$ cat src/rtl/debug_scan_sequencer_if.sv
// debug_scan_sequencer_if: valid/ready byte stream carrying scan frames out of the sequencer
interface debug_scan_sequencer_if;
  logic [7:0] tx_data;
  logic       tx_valid;
  logic       tx_ready;
  modport master (output tx_data, tx_valid, input tx_ready);
  modport slave  (input tx_data, tx_valid, output tx_ready);
endinterface

$ cat src/rtl/debug_scan_sequencer.sv
// debug_scan_sequencer: scans debug mux selectors and streams snapshots; DEBUG_SCAN_FRAMING_EN adds A5 header and XOR checksum
module debug_scan_sequencer #(
  parameter int NUM_SEL       = 11,
  parameter int SETTLE_CYCLES = 2
) (
  input  logic                          clk,
  input  logic                          rst,
  input  logic                          start,
  output logic                          busy,
  output logic [7:0]                    debug_config_out,
  output logic                          debug_en,
  input  logic [7:0]                    debug_select_in,
  debug_scan_sequencer_if.master        tx,
  output logic                          frame_done
);
  localparam int CW = $clog2(SETTLE_CYCLES + 1);
  localparam logic [7:0] LAST = 8'(NUM_SEL - 1);
  typedef enum logic [2:0] {IDLE, HDR, LOAD, SETTLE, SEND, CHK, DONE} state_t;
  state_t state;
  logic [7:0] idx;
  logic [CW-1:0] cnt;
  logic xfer;
`ifdef DEBUG_SCAN_FRAMING_EN
  logic [7:0] chk;
`endif
  assign xfer = tx.tx_valid && tx.tx_ready;
  always_ff @(posedge clk) begin
    if (rst) begin
      state            <= IDLE;
      busy             <= 1'b0;
      debug_en         <= 1'b0;
      debug_config_out <= 8'h00;
      tx.tx_data       <= 8'h00;
      tx.tx_valid      <= 1'b0;
      frame_done       <= 1'b0;
      idx              <= 8'h00;
      cnt              <= '0;
`ifdef DEBUG_SCAN_FRAMING_EN
      chk              <= 8'h00;
`endif
    end else begin
      frame_done <= 1'b0;
      debug_en   <= 1'b0;
      case (state)
        IDLE: begin
          idx <= 8'h00;
          if (start) begin
            busy <= 1'b1;
`ifdef DEBUG_SCAN_FRAMING_EN
            state       <= HDR;
            tx.tx_data  <= 8'hA5;
            tx.tx_valid <= 1'b1;
            chk         <= 8'h00;
`else
            state            <= LOAD;
            debug_en         <= 1'b1;
            debug_config_out <= 8'h00;
`endif
          end
        end
`ifdef DEBUG_SCAN_FRAMING_EN
        HDR: if (xfer) begin
          tx.tx_valid      <= 1'b0;
          state            <= LOAD;
          debug_en         <= 1'b1;
          debug_config_out <= idx;
        end
`endif
        LOAD: begin
          state <= SETTLE;
          cnt   <= CW'(SETTLE_CYCLES);
        end
        SETTLE: begin
          if (cnt == CW'(1)) begin
            tx.tx_data  <= debug_select_in;
            tx.tx_valid <= 1'b1;
            state       <= SEND;
`ifdef DEBUG_SCAN_FRAMING_EN
            chk         <= chk ^ debug_select_in;
`endif
          end else
            cnt <= cnt - CW'(1);
        end
        SEND: if (xfer) begin
          if (idx == LAST) begin
`ifdef DEBUG_SCAN_FRAMING_EN
            state      <= CHK;
            tx.tx_data <= chk;
`else
            tx.tx_valid <= 1'b0;
            state       <= DONE;
            frame_done  <= 1'b1;
`endif
          end else begin
            tx.tx_valid      <= 1'b0;
            idx              <= idx + 8'd1;
            debug_config_out <= idx + 8'd1;
            debug_en         <= 1'b1;
            state            <= LOAD;
          end
        end
`ifdef DEBUG_SCAN_FRAMING_EN
        CHK: if (xfer) begin
          tx.tx_valid <= 1'b0;
          state       <= DONE;
          frame_done  <= 1'b1;
        end
`endif
        DONE: begin
          busy  <= 1'b0;
          state <= IDLE;
        end
        default: state <= IDLE;
      endcase
    end
  end
endmodule

$ cat src/flat_wrapper.sv
// flat-port wrapper written by rule: the top's interface ports become plain ports
module debug_scan_sequencer_flat 
#(
  parameter int NUM_SEL       = 11,
  parameter int SETTLE_CYCLES = 2
)
  (clk, rst, start, busy, debug_config_out, debug_en, debug_select_in, frame_done, tx_tx_data, tx_tx_valid, tx_tx_ready);
  debug_scan_sequencer_if tx_i ();
  input  logic clk;
  input  logic rst;
  input  logic start;
  output logic busy;
  output logic [7:0] debug_config_out;
  output logic debug_en;
  input  logic [7:0] debug_select_in;
  output logic frame_done;
  output wire logic [$bits(tx_i.tx_data)-1:0] tx_tx_data;
  output wire logic [$bits(tx_i.tx_valid)-1:0] tx_tx_valid;
  input wire logic [$bits(tx_i.tx_ready)-1:0] tx_tx_ready;
  assign tx_tx_data = tx_i.tx_data;
  assign tx_tx_valid = tx_i.tx_valid;
  assign tx_i.tx_ready = tx_tx_ready;
  debug_scan_sequencer #(.NUM_SEL(NUM_SEL), .SETTLE_CYCLES(SETTLE_CYCLES)) u_core (.clk(clk), .rst(rst), .start(start), .busy(busy), .debug_config_out(debug_config_out), .debug_en(debug_en), .debug_select_in(debug_select_in), .tx(tx_i), .frame_done(frame_done));
endmodule
$ cat config.mk
export PLATFORM = sky130hd
export DESIGN_NAME = debug_scan_sequencer_flat
export DESIGN_NICKNAME = d
export VERILOG_FILES = /design/src/rtl/debug_scan_sequencer_if.sv /design/src/rtl/debug_scan_sequencer.sv /design/src/flat_wrapper.sv
export SDC_FILE = /design/constraint.sdc
export NUM_CORES = 1
export LEC_CHECK = 0
export BUFFER_PORTS_ARGS = -buffer_cell sky130_fd_sc_hd__buf_2
export CORE_MARGIN = 5
export CORE_UTILIZATION = 44
export DETAILED_ROUTE_END_ITERATION = 8
export HOLD_SLACK_MARGIN = 0.08
export PLACE_DENSITY = 0.64
export SETUP_SLACK_MARGIN = 0.1
export SLEW_MARGIN = 10
export SYNTH_ARGS = -nofsm -noshare
export SYNTH_HDL_FRONTEND = slang
export SYNTH_SLANG_ARGS = --single-unit
$ cat constraint.sdc
create_clock -name clk -period 4.5 [get_ports clk]
set_input_delay 0.225 -clock clk [delete_from_list [all_inputs] [get_ports clk]]
set_output_delay 0.225 -clock clk [all_outputs]
set_load 0.01 [all_outputs]
==> run summary <==
Via Count = 1299
Leading area contributor after synthesis = dfxtp_1
Hold Path Class = input pin to flop
Number of remaining DRC errors = 0
Max FO, Critical Path = 8
Core box area = 0.003311 sq mm
DPL Wire Length = 2.415 mm
Syn_nets = 183
Synth Instances = 168
Synth area leaders = dfxtp_1, nand2_1, a21oi_1
Pint = 0.0004006 W
Crit path DAT = 2.36 ns
Via density per instance = 5.346
Starting DRT DRC Count = 39
H-tree depth = 2
Fraction of layout cells with a size suffix above 1 = 24.37%
Final Critical Period = 2.119 ns
Worst hold start = debug_select_in[2]
Post-layout util = 51.74%
# fillers = 349
First-pass GRT wire length = 5.568 mm
Die area = 0.004631 sq mm
Pin count of the biggest net entering global routing = 27
Slew HR = 48.96%
Clk pin slew, worst setup/hold paths = 0.10 ns
Final period utilization = 47.09%
Gate power share = 7.1%
Worst slew pin tran = 0.7628 ns
Pre-CTS WS = 2.458 ns
Crit Path Category = flop to flop
Clk_skew = 0.003190 ns
Row count = 21
Growth of design area from synthesis to finish = 15.53%
Register share of total power = 57.0%
CTS Buffer Depth = 2
Slew Limit Fails = 0
CTS sink count = 33
Clk network pwr share = 36.0%
Nets = 211
Initial antenna violation count = 0
Final hold violation count = 0
Psw = 0.0001265 W
Sw Share = 24.00%
CP Launch Point = u_core.idx[0]
Post-route cell area = 0.001713 sq mm
Initial core utilization = 44.78%
Final Hold Slack = 0.1172 ns
Hold buffer count at CTS = 0
FF+latch count, synth = 33
CTS buffer count = 5
Max-cap viol count = 0
Clk Latency, worst-skew pair = 0.33 ns
Most common flop cell mapped by yosys = dfxtp_1
RSZ-0062 raised after global routing = no
Drt first pass iters = 4
Seq/Total Area, Yosys = 44.56%
CTS tree = yes
Top-area cell type share of the netlist area = 44.56%
Yosys warns = 0
I/O Pins = 32
Ant diodes = 0
Total wire length = 3.304 mm
Async S/R FF share, synth = 0%
Status = finished, final reports clean
Worst-path cell chain = inv_1, ha_1, or4b_4, o211ai_1, a21oi_1, a21o_2
CTS root buffer = clkbuf_4
Setup TNS = 0 ns
Max Clk Rate = 471.9 MHz
Total gr overflow = 0
Crit path required time = 4.74 ns
Pwr/cell area = 307.7 mW/mm^2
Routed Antenna Nets = 0
Resized Gates After CTS = 0
Slowest-stage cell, CP = o211ai_1
Number of synthesized flops with an enable pin = 0
Mapped Avg Cell Area = 8.825 sq um
Maximum VDD drop = 0.1571 mV
RR Startpoint = u_core.idx[0]
Critical path buffers and inverters = 1
Crit path max-delay family = compound AO/OA/AOI/OAI gates
GPL Wtd Cong = 0.8052
Total GRT Usage = 15.84%
Vias in the first global route = 1295
Max incr delay on CP = 0.57 ns
Mapped Area = 0.001483 sq mm
Routed wire per std cell = 13.60 um
Crit end category = flop
Pleak = 0.7316 nW
Post-CTS Repair Setup Buffers = 0
# port buffers = 31
Critical path startpoint category = flop
Chip width = 68.05 um
Die Ht = 68.05 um
Worst Setup Slack, final = 2.381 ns
Placed cell areas = 0.001643 sq mm
Setup violators final = 0
Cell variety after synth = 45
[worst min-delay path, stage by stage]
cell	delay (ns)
buf_2	0.10
nand2_1	0.04
a21oi_1	0.05
[registers in the layout (all words and copies together) (netlist names)]
name / cells
u_core.debug_config_out: 8
u_core.idx: 8
u_core.tx.tx_data: 8
u_core.state: 3
u_core.cnt: 2
u_core.busy: 1
u_core.debug_en: 1
u_core.frame_done: 1
u_core.tx.tx_valid: 1
[final timing paths]
kind / to / slack, ns / depth (start not counted)
max: u_core.idx[5] / 2.38 / 6
min: u_core.tx.tx_data[2] / 0.12 / 3
min reg2reg: u_core.debug_config_out[1] / 0.46 / 1
max reg2reg: u_core.idx[5] / 2.38 / 6
[per-stage QoR]
step | instances | total power, W
after floorplan | 168 | 0.0003332
after global placement | 235 | 0.0003428
after detailed placement | 235 | 0.0003447
after CTS | 243 | 0.0005337
after global routing | 243 | 0.0005505
final | 243 | 0.0005271
[cells in the mapped netlist (2+ instances only)]
cell / instances
dfxtp_1: 33
nand2_1: 23
a21oi_1: 15
nor2_1: 13
a21o_1: 6
clkbuf_1: 6
o21ai_0: 6
nand3_1: 5
or3_1: 5
inv_1: 4
a211oi_1: 3
ha_1: 3
nand4_1: 3
o2bb2ai_1: 3
a21bo_1: 2
a31o_2: 2
and3_1: 2
nand2b_1: 2
nor2b_1: 2
nor3_1: 2
o311ai_0: 2
or4_1: 2
xor2_1: 2
[layout by cell type (no fill, tap or decap), types with 3 or more instances in the layout]
| cell type | Yosys | final |
|---|---|---|
| a211oi_1 | 3 | 3 |
| a21oi_1 | 15 | 15 |
| nor2_1 | 13 | 13 |
| nand2_1 | 23 | 23 |
| a21o_1 | 6 | 6 |
| clkbuf_4 | 1 | 5 |
| o21ai_0 | 6 | 6 |
| ha_1 | 3 | 3 |
| nand4_1 | 3 | 3 |
| or3_1 | 5 | 5 |
| o2bb2ai_1 | 3 | 3 |
| nand3_1 | 5 | 5 |
| inv_1 | 4 | 4 |
| buf_2 | 0 | 31 |
| dfxtp_1 | 33 | 33 |
[layer usage]
layer  track usage [%]  up-vias  part of all wire, %
li1                  -      656                    -
met1             18.61      605                   45
met2             26.47       31                   48
met3             4.762        7                  5.6
met4             6.948        0                  1.6
met5                 0        -                    0
[power groups by stage]
stage               clock, W  sequential [W]  combinational (W)
floorplan                  0        0.000306          0.0000271
global placement           0        0.000307          0.0000360
detailed placement         0        0.000307          0.0000376
CTS                 0.000196        0.000300          0.0000377
global route        0.000207        0.000301          0.0000422
finish              0.000190        0.000300          0.0000374
[cell type report]
type / count / area, sq um / area share (%)
Clock buffer: 7 / 65.06 / 3.798
Inverter: 4 / 15.01 / 0.8766
Timing Repair Buffer: 31 / 155.1 / 9.058
Multi-Input combinational cell: 121 / 754.5 / 44.05
Sequential cell: 33 / 660.6 / 38.57
Clock inverter: 1 / 5.005 / 0.2922
Tap cell: 46 / 57.56 / 3.360
[logic make-up after synthesis]
logic type	Yosys count	share of synthesized area, %
and+or+nand+nor	66	22.45
AOI/OAI and AO/OA	49	24.14
DFF	33	44.56
buffers and inverters	14	4.557
xor gates and xnor gates	3	1.772
adders and majority gates	3	2.532
Note: power is estimated with default switching activity, not from simulation.
